[config.mk]
export PLATFORM = sky130hd
export DESIGN_NAME = ram_2r1w_ctrl
export DESIGN_NICKNAME = d
export VERILOG_FILES = /design/src/rtl/ram2r1w_pkg.sv /design/src/rtl/ram_2r1w_hazard.sv /design/src/rtl/ram_2r1w_ctrl.sv
export SDC_FILE = /design/constraint.sdc
export NUM_CORES = 1
export LEC_CHECK = 0
export CAP_MARGIN = 20
export CORE_ASPECT_RATIO = 0.5
export CORE_MARGIN = 10
export CORE_UTILIZATION = 28
export DETAILED_ROUTE_END_ITERATION = 8
export PLACE_DENSITY = 0.88
export SETUP_SLACK_MARGIN = 0.5
export SLEW_MARGIN = 30
export SYNTH_ARGS = -nofsm -noshare
export SYNTH_HDL_FRONTEND = slang
export SYNTH_SLANG_ARGS = --single-unit
[constraint.sdc]
create_clock -name clk -period 2.3 [get_ports clk]
set_input_delay 0.46 -clock clk [delete_from_list [all_inputs] [get_ports clk]]
set_output_delay 0.46 -clock clk [all_outputs]
set_load 0.005 [all_outputs]
[src/rtl/ram2r1w_pkg.sv]
// Shared types and helpers for the banked 2R1W RAM front-end controller.
package ram2r1w_pkg;

   localparam int AW_DEF = 11;
   localparam int DW_DEF = 32;

   typedef enum logic [1:0] {FILL, DRAIN, SERVE} state_e;

   // Index within a data bank: the address with its bank-select MSB stripped.
   function automatic logic [31:0] bank_idx(input logic [31:0] addr, input int aw);
      return addr & ((32'd1 << (aw - 1)) - 32'd1);
   endfunction

endpackage

[src/rtl/ram_2r1w_hazard.sv]
// Tracks last cycle's RAM write and stalls read port 2 when it would collide
// with the XOR-bank write-back of that write.
module ram_2r1w_hazard
   import ram2r1w_pkg::*;
#(
   parameter int AW = AW_DEF
) (
   input  logic          clk,
   input  logic          rst,
   input  logic          we_i,
   input  logic [AW-1:0] waddr_i,
   input  logic          r2_valid_i,
   input  logic [AW-1:0] r2_addr_i,
   output logic          stall_o
);

   logic          pend_v_q, pend_v_d;
   logic [AW-2:0] pend_a_q, pend_a_d;
   logic [AW-2:0] r2_idx;

   always_comb begin
      pend_v_d = we_i;
      pend_a_d = (AW-1)'(bank_idx(32'(waddr_i), AW));
      r2_idx   = (AW-1)'(bank_idx(32'(r2_addr_i), AW));
      // Either bank can collide: the XOR bank is shared, so only the index matters.
      stall_o  = pend_v_q & r2_valid_i & (r2_idx == pend_a_q);
   end

   always_ff @(posedge clk) begin
      if (rst) begin
         pend_v_q <= 1'b0;
         pend_a_q <= '0;
      end else begin
         pend_v_q <= pend_v_d;
         pend_a_q <= pend_a_d;
      end
   end

endmodule

[src/rtl/ram_2r1w_ctrl.sv]
// Front-end controller for the banked 2R1W RAM: fill sweep after reset/clear,
// then valid/ready service of one write and two read clients.
module ram_2r1w_ctrl
   import ram2r1w_pkg::*;
#(
   parameter int              AW       = AW_DEF,
   parameter int              DW       = DW_DEF,
   parameter logic [DW-1:0]   INIT_VAL = '0
) (
   input  logic          clk,
   input  logic          rst,
   input  logic          clr_req,
   output logic          init_done,
   input  logic          w_valid,
   input  logic [AW-1:0] w_addr,
   input  logic [DW-1:0] w_data,
   output logic          w_ready,
   input  logic          r1_valid,
   input  logic [AW-1:0] r1_addr,
   output logic          r1_ready,
   output logic          r1_rvalid,
   output logic [DW-1:0] r1_rdata,
   input  logic          r2_valid,
   input  logic [AW-1:0] r2_addr,
   output logic          r2_ready,
   output logic          r2_rvalid,
   output logic [DW-1:0] r2_rdata,
   output logic          mem_we,
   output logic [AW-1:0] mem_addrw,
   output logic [DW-1:0] mem_dinw,
   output logic [AW-1:0] mem_addr1,
   output logic [AW-1:0] mem_addr2,
   input  logic [DW-1:0] mem_dout1,
   input  logic [DW-1:0] mem_dout2
);

   state_e        state_q, state_d;
   logic [AW-1:0] cnt_q, cnt_d;
   logic          r1_rvalid_q, r1_rvalid_d;
   logic          r2_rvalid_q, r2_rvalid_d;
   logic          r2_stall;
   logic          serve;

   ram_2r1w_hazard #(.AW(AW)) u_hazard (
      .clk        (clk),
      .rst        (rst),
      .we_i       (mem_we),
      .waddr_i    (mem_addrw),
      .r2_valid_i (r2_valid),
      .r2_addr_i  (r2_addr),
      .stall_o    (r2_stall)
   );

   always_comb begin
      state_d   = state_q;
      cnt_d     = cnt_q;
      serve     = 1'b0;
      mem_we    = 1'b0;
      mem_addrw = w_addr;
      mem_dinw  = w_data;
      unique case (state_q)
         FILL: begin
            mem_we    = 1'b1;
            mem_addrw = cnt_q;
            mem_dinw  = INIT_VAL;
            cnt_d     = cnt_q + 1'b1;
            if (cnt_q == '1) state_d = DRAIN;
         end
         // One idle write cycle lets the delayed XOR write of the last fill word land.
         DRAIN: state_d = SERVE;
         SERVE: begin
            serve  = 1'b1;
            mem_we = w_valid;
            if (clr_req) begin
               state_d = FILL;
               cnt_d   = '0;
            end
         end
         default: begin
            state_d = FILL;
            cnt_d   = '0;
         end
      endcase

      w_ready     = serve;
      r1_ready    = serve;
      r2_ready    = serve & ~r2_stall;
      init_done   = serve;
      r1_rvalid_d = r1_valid & r1_ready;
      r2_rvalid_d = r2_valid & r2_ready;
   end

   always_ff @(posedge clk) begin
      if (rst) begin
         state_q     <= FILL;
         cnt_q       <= '0;
         r1_rvalid_q <= 1'b0;
         r2_rvalid_q <= 1'b0;
      end else begin
         state_q     <= state_d;
         cnt_q       <= cnt_d;
         r1_rvalid_q <= r1_rvalid_d;
         r2_rvalid_q <= r2_rvalid_d;
      end
   end

   assign mem_addr1 = r1_addr;
   assign mem_addr2 = r2_addr;
   assign r1_rvalid = r1_rvalid_q;
   assign r2_rvalid = r2_rvalid_q;
   assign r1_rdata  = mem_dout1;
   assign r2_rdata  = mem_dout2;

endmodule

* Yosys cells after proc, flatten, opt, wreduce, memory -nomap -nowiden
Index checks and enable logic that the tools add are counted.
** Word-level totals
- Memories kept :: 0
- Bits of input ports :: 135
- Register bits :: 26
- Bits in writable memories :: 0
- Bits in latches :: 0
- Output and inout bits :: 136
- Bits in read-only memories :: 0
** Operators by class
- Reductions and logical operators :: 3
- Divide/modulo/power cells :: 0
- Shift-type cells :: 0
- Bitwise logic cells :: 7
- Mux-type cells :: 9
- Multiply operators :: 0
- Equal/unequal tests :: 6
- Magnitude comparators :: 0
- Add/subtract/negate cells :: 1
** Operator list (count)
- $pmux 11 s3 :: 1
- $mux 32 :: 1
- $mux 11 :: 2
- $add 11x1->11 const B :: 1
- $eq 11x11->1 const B :: 1
- $eq 10x10->1 :: 1
- $pmux 2 s3 :: 1
- $and 1x1->1 :: 5
- $mux 2 :: 2
- $ne 2x2->1 const B :: 2
- $reduce_and 2->1 :: 2
- $eq 2x1->1 const B :: 1
- $eq 2x2->1 const B :: 1
- $logic_not 2->1 :: 1
- $not 1->1 :: 2
- $pmux 1 s2 :: 1
- $mux 1 :: 1

* Longest topological paths before layout
- Depth after elaboration :: 5
- Gate-level depth with buffers :: 5

* Cells and area by module
A second synthesis with hierarchy kept.
** Second synthesis, totals
- Cells, all modules :: 262
- Area, all modules :: 2155.8 um2
** Modules (own cells, without submodules)
- ram_2r1w_ctrl :: cells an instance 224, area an instance 1742.9 um2, times used 1, seq. area each 300.3 um2
- ram_2r1w_hazard :: cells an instance 38, area an instance 412.9 um2, times used 1, seq. area each 220.2 um2

* Worst setup path after synthesis
OpenSTA, ideal clock, no wires.
- Path type :: register -> output
- From :: register state_q[0]
- To :: output mem_dinw[22]
- Path buffers :: 2
- Arrival time :: 1.117 ns
- Slack :: 0.723 ns
- Cell stages (with the launch flop) :: 5
- Cells stage by stage :: dfxtp_1 or2_2 buf_2 clkbuf_1 and2_1
** Between the ends
- Longest elaborated chain between the ends :: 2
** Ends and longest elaborated chain
- start, declared :: line ram_2r1w_ctrl.sv:37 : state_e state_q, state_d;
- start signal, assigned :: line ram_2r1w_ctrl.sv:100 : state_q <= state_d;
- $logic_not 2->1 :: line ram_2r1w_ctrl.sv:61 : unique case (state_q)
- $mux 32 :: line ram_2r1w_ctrl.sv:61
- end, declared :: line ram_2r1w_ctrl.sv:30 : output logic [DW-1:0] mem_dinw,
No other way between the ends.

* Worst setup path after layout
- From :: register state_q[0]
- To :: output mem_dinw[11]
The elaborated chain is that of the path after synthesis.

==> run_results.csv <==
group,metric,value,unit
layout,syn_to_final_growth,66.8,%
timing,min_period,1.95,ns
global_routing,grt_max_degree,27,
logic_synthesis,yosysMostFrequentCell,"buf_4",
logic_synthesis,synth_top_area_frac,0.314,
layout,multi_input_area,1120,µm²
route,drt_iter0_drc,115,
setup_path,cp_top_family,"simple AND/OR/NAND/NOR gates",
logic_synthesis,synth-edff-count,0,
timing,skew,0.00483,ns
setup_path,ff2ff_setup_slack,0.54,ns
route,drt-total-wl,8640,µm
min_path,holdPathEnd,"r2_rvalid",
min_path,hold_path.class,"in -> reg",
layout,post-route-util,0.480,
setup_path,worstSetupPathType,"reg -> out",
floorplan,ios,271,
cts,path_clk_slew,0.07,ns
setup_path,critical_path_buf_inv_count,3,
logic_synthesis,synthArstFlopShare,0,
run_status,status,"complete, no violations",
timing,fmax,512,MHz
pwr,p_per_area,330,nW/µm²
logic_synthesis,synth_top_area_cell,"buf_4",
floorplan,core.rowCount,22,
setup_path,cp-end-kind,"primary output",
setup_path,arrival,1.49,ns
route,avgRoutedWirePerCell,19.6,µm
logic_synthesis,ys_seq_area_frac,0.247,
cts,insertion_delay,0.26,ns
timing,tns,0,ns
route,final_antenna_net_count,0,
logic_synthesis,netlist_area,2110,µm²
placed_design,hpwl,5360,µm
setup_path,critPathSlowestCell,"or2_4",
global_routing,track_usage,0.127,
pwr,finalPower,1.16,mW
route,routed_via_density,4.80,
global_routing,grt_pass1_wl,11600,µm
logic_synthesis,yosys_register_bits,26,
layout,drive_gt1_frac,0.500,
setup_path,startpoint,"state_q[0]",
setup_path,cp.required,1.84,ns
floorplan,die_area,11600,µm²
pwr,ir_drop,259,µV
logic_synthesis,synth_top_cells_by_count,"88 x buf_4, 39 x nand2_1, 32 x and2_1, 26 x dfxtp_1, 12 x nor2_1",
placed_design,portBuffers,118,
timing,whs,0.517,ns
setup_path,cpPeakStageDelay,0.35,ns
route,drcViolationCount,0,
min_path,holdPathStages,2,
route,num_vias,2114,
setup_path,r2r-end,"cnt_q[6]",
setup_path,reg2reg_depth,6,
setup_path,r2r-start,"state_q[0]",
global_routing,antenna_found_initial,0,
cts,cts_buffers,3,
floorplan,die_y,81.3,µm
setup_path,cpMostUsedCell,"buf_6",
pwr,p_leak,1.60,nW
global_routing,overflow,0,
global_routing,first_global_vias,2154,
timing,finalMaxSlewViolations,0,
route,drtPass1Iterations,7,
timing,worst_pin_slew,0.387,ns
placed_design,routabilityCongestion,0.764,
floorplan,initial_core_util,0.288,
cts,clock-sinks,26,
layout,fill_cells,619,
cts,h-tree-depth,1,
floorplan,core_area,7320,µm²
setup_path,worstPathMaxFanout,7,
floorplan,die_w,143,µm
setup_path,critPathLaunchType,"flop",
logic_synthesis,synth_area_leaders,"buf_4 31%, dfxtp_1 25%, and2_1 9.5%",
layout,finalNetCount,481,
logic_synthesis,syn_area_per_cell,7.66,µm²
job,drv_cap,0,
cts,clk_path_buf_depth,2,
min_path,hold_start,"r2_valid",
cts,hold_buffers,0,
timing,slew_headroom,0.739,
timing,finalCritPeriodShare,0.849,
logic_synthesis,syn_nets,411,
cts,cts_tree,"yes",
logic_synthesis,synth_warnings,0,
timing,setup_viol,0,
layout,antenna_cells,0,
layout,seqCellArea,523,µm²
setup_path,crit_chain,"or2_4 -> buf_16 -> buf_6 -> and2_4 -> buf_6",
cts,root_buffer,"clkbuf_16",
timing,rsz0062_at_grt,"true",
logic_synthesis,synth_cells,275,
logic_synthesis,synth_ff_type,"dfxtp_1",
logic_synthesis,synth_cell_types,37,
timing,final_hold_viol_count,0,
==> layout make-up <==
class	instances	share of cell area
Clock buffer	3	0.0214
Clock inverter	1	0.00855
Inverter	3	0.00321
Multi-Input combinational cell	149	0.318
Sequential cell	26	0.149
Tap cell	96	0.0342
Timing Repair Buffer	162	0.465
==> worst reg2reg max path: cells and delay by family (launching register included) <==
| family | cells | cell delay, ns |
|---|---|---|
| AND/OR/NAND/NOR | 2 | 0.55 |
| flip-flops | 1 | 0.34 |
| AO/OA/AOI/OAI | 2 | 0.42 |
| buffers and inverters | 2 | 0.34 |
==> power breakdown <==
| group | switching (mW) | internal [mW] |
|---|---|---|
| Combinational | 0.0610 | 0.124 |
| Clock | 0.159 | 0.346 |
| Sequential | 0.00927 | 0.458 |
| Total | 0.230 | 0.928 |
==> cells in the final DEF, fill, tap and decap left out, drive strengths merged, types with 2 or more instances in the layout <==
cell type and n:
nand2 39, clkdlybuf4s50 59, nor4 2, dlygate4sd2 3, a21oi 11, a311oi 5, xnor2 10, clkbuf 14
or2 2, a31oi 3, nor2 13, buf 85, nand4 2, nor2b 2, mux2 3, inv 3
nand3 5, clkdlybuf4s15 3, and2 32, dfxtp 26, o21ai 6, nor3b 2
==> worst max-delay path by stage <==
| stage | cells past startpoint | to | slack [ns] |
|---|---|---|---|
| 2_1_floorplan | 4 | mem_dinw[22] | 0.72 |
| 3_3_place_gp | 6 | r2_ready | -0.28 |
| 3_5_place_dp | 6 | r2_ready | -0.28 |
| 4_1_cts | 4 | mem_dinw[8] | 0.29 |
| 5_1_grt | 5 | mem_dinw[24] | 0.32 |
| 6_report | 5 | mem_dinw[11] | 0.35 |
==> stage by stage <==
step                      worst slack [ns]  instance area, µm²  instances
after floorplan                      0.723                2110        275
after global placement              -0.280                2770        400
after detailed placement            -0.278                2770        400
after CTS                            0.295                3210        433
after global routing                 0.318                3510        440
final                                0.348                3510        440
==> routing by layer <==
metal,global-route usage,up-vias,wire length (µm)
li1,-,948,-
met1,0.112,960,2840
met2,0.233,161,4390
met3,0.0792,45,1100
met4,0.0521,0,308
met5,0,-,0
==> registers in the layout (all words and copies together) (netlist names) <==
signal,count
cnt_q,11
r1_rvalid,1
r2_rvalid,1
state_q,2
u_hazard.pend_a_q,10
u_hazard.pend_v_q,1
==> repair_timing <==
| action | CTS | global route |
|---|---|---|
| setup endpoints to repair | 58 | 49 |
| gates cloned | 5 | 1 |
| resized for setup | 234 | 113 |
| pin swaps | 35 | 38 |
| buffers inserted | 24 | 6 |
==> cells by family (layout without fill, tap and decap cells) <==
group | after synthesis | after routing | share of synthesized area
DFF | 26 | 26 | 0.247
AOI/OAI and AO/OA | 28 | 28 | 0.0808
muxes | 3 | 3 | 0.0160
and+or+nand+nor | 106 | 107 | 0.267
buffers and inverters | 101 | 169 | 0.341
adders and majority gates | 1 | 1 | 0.00594
xor gates and xnor gates | 10 | 10 | 0.0416
(Power assumes the default switching activity.)
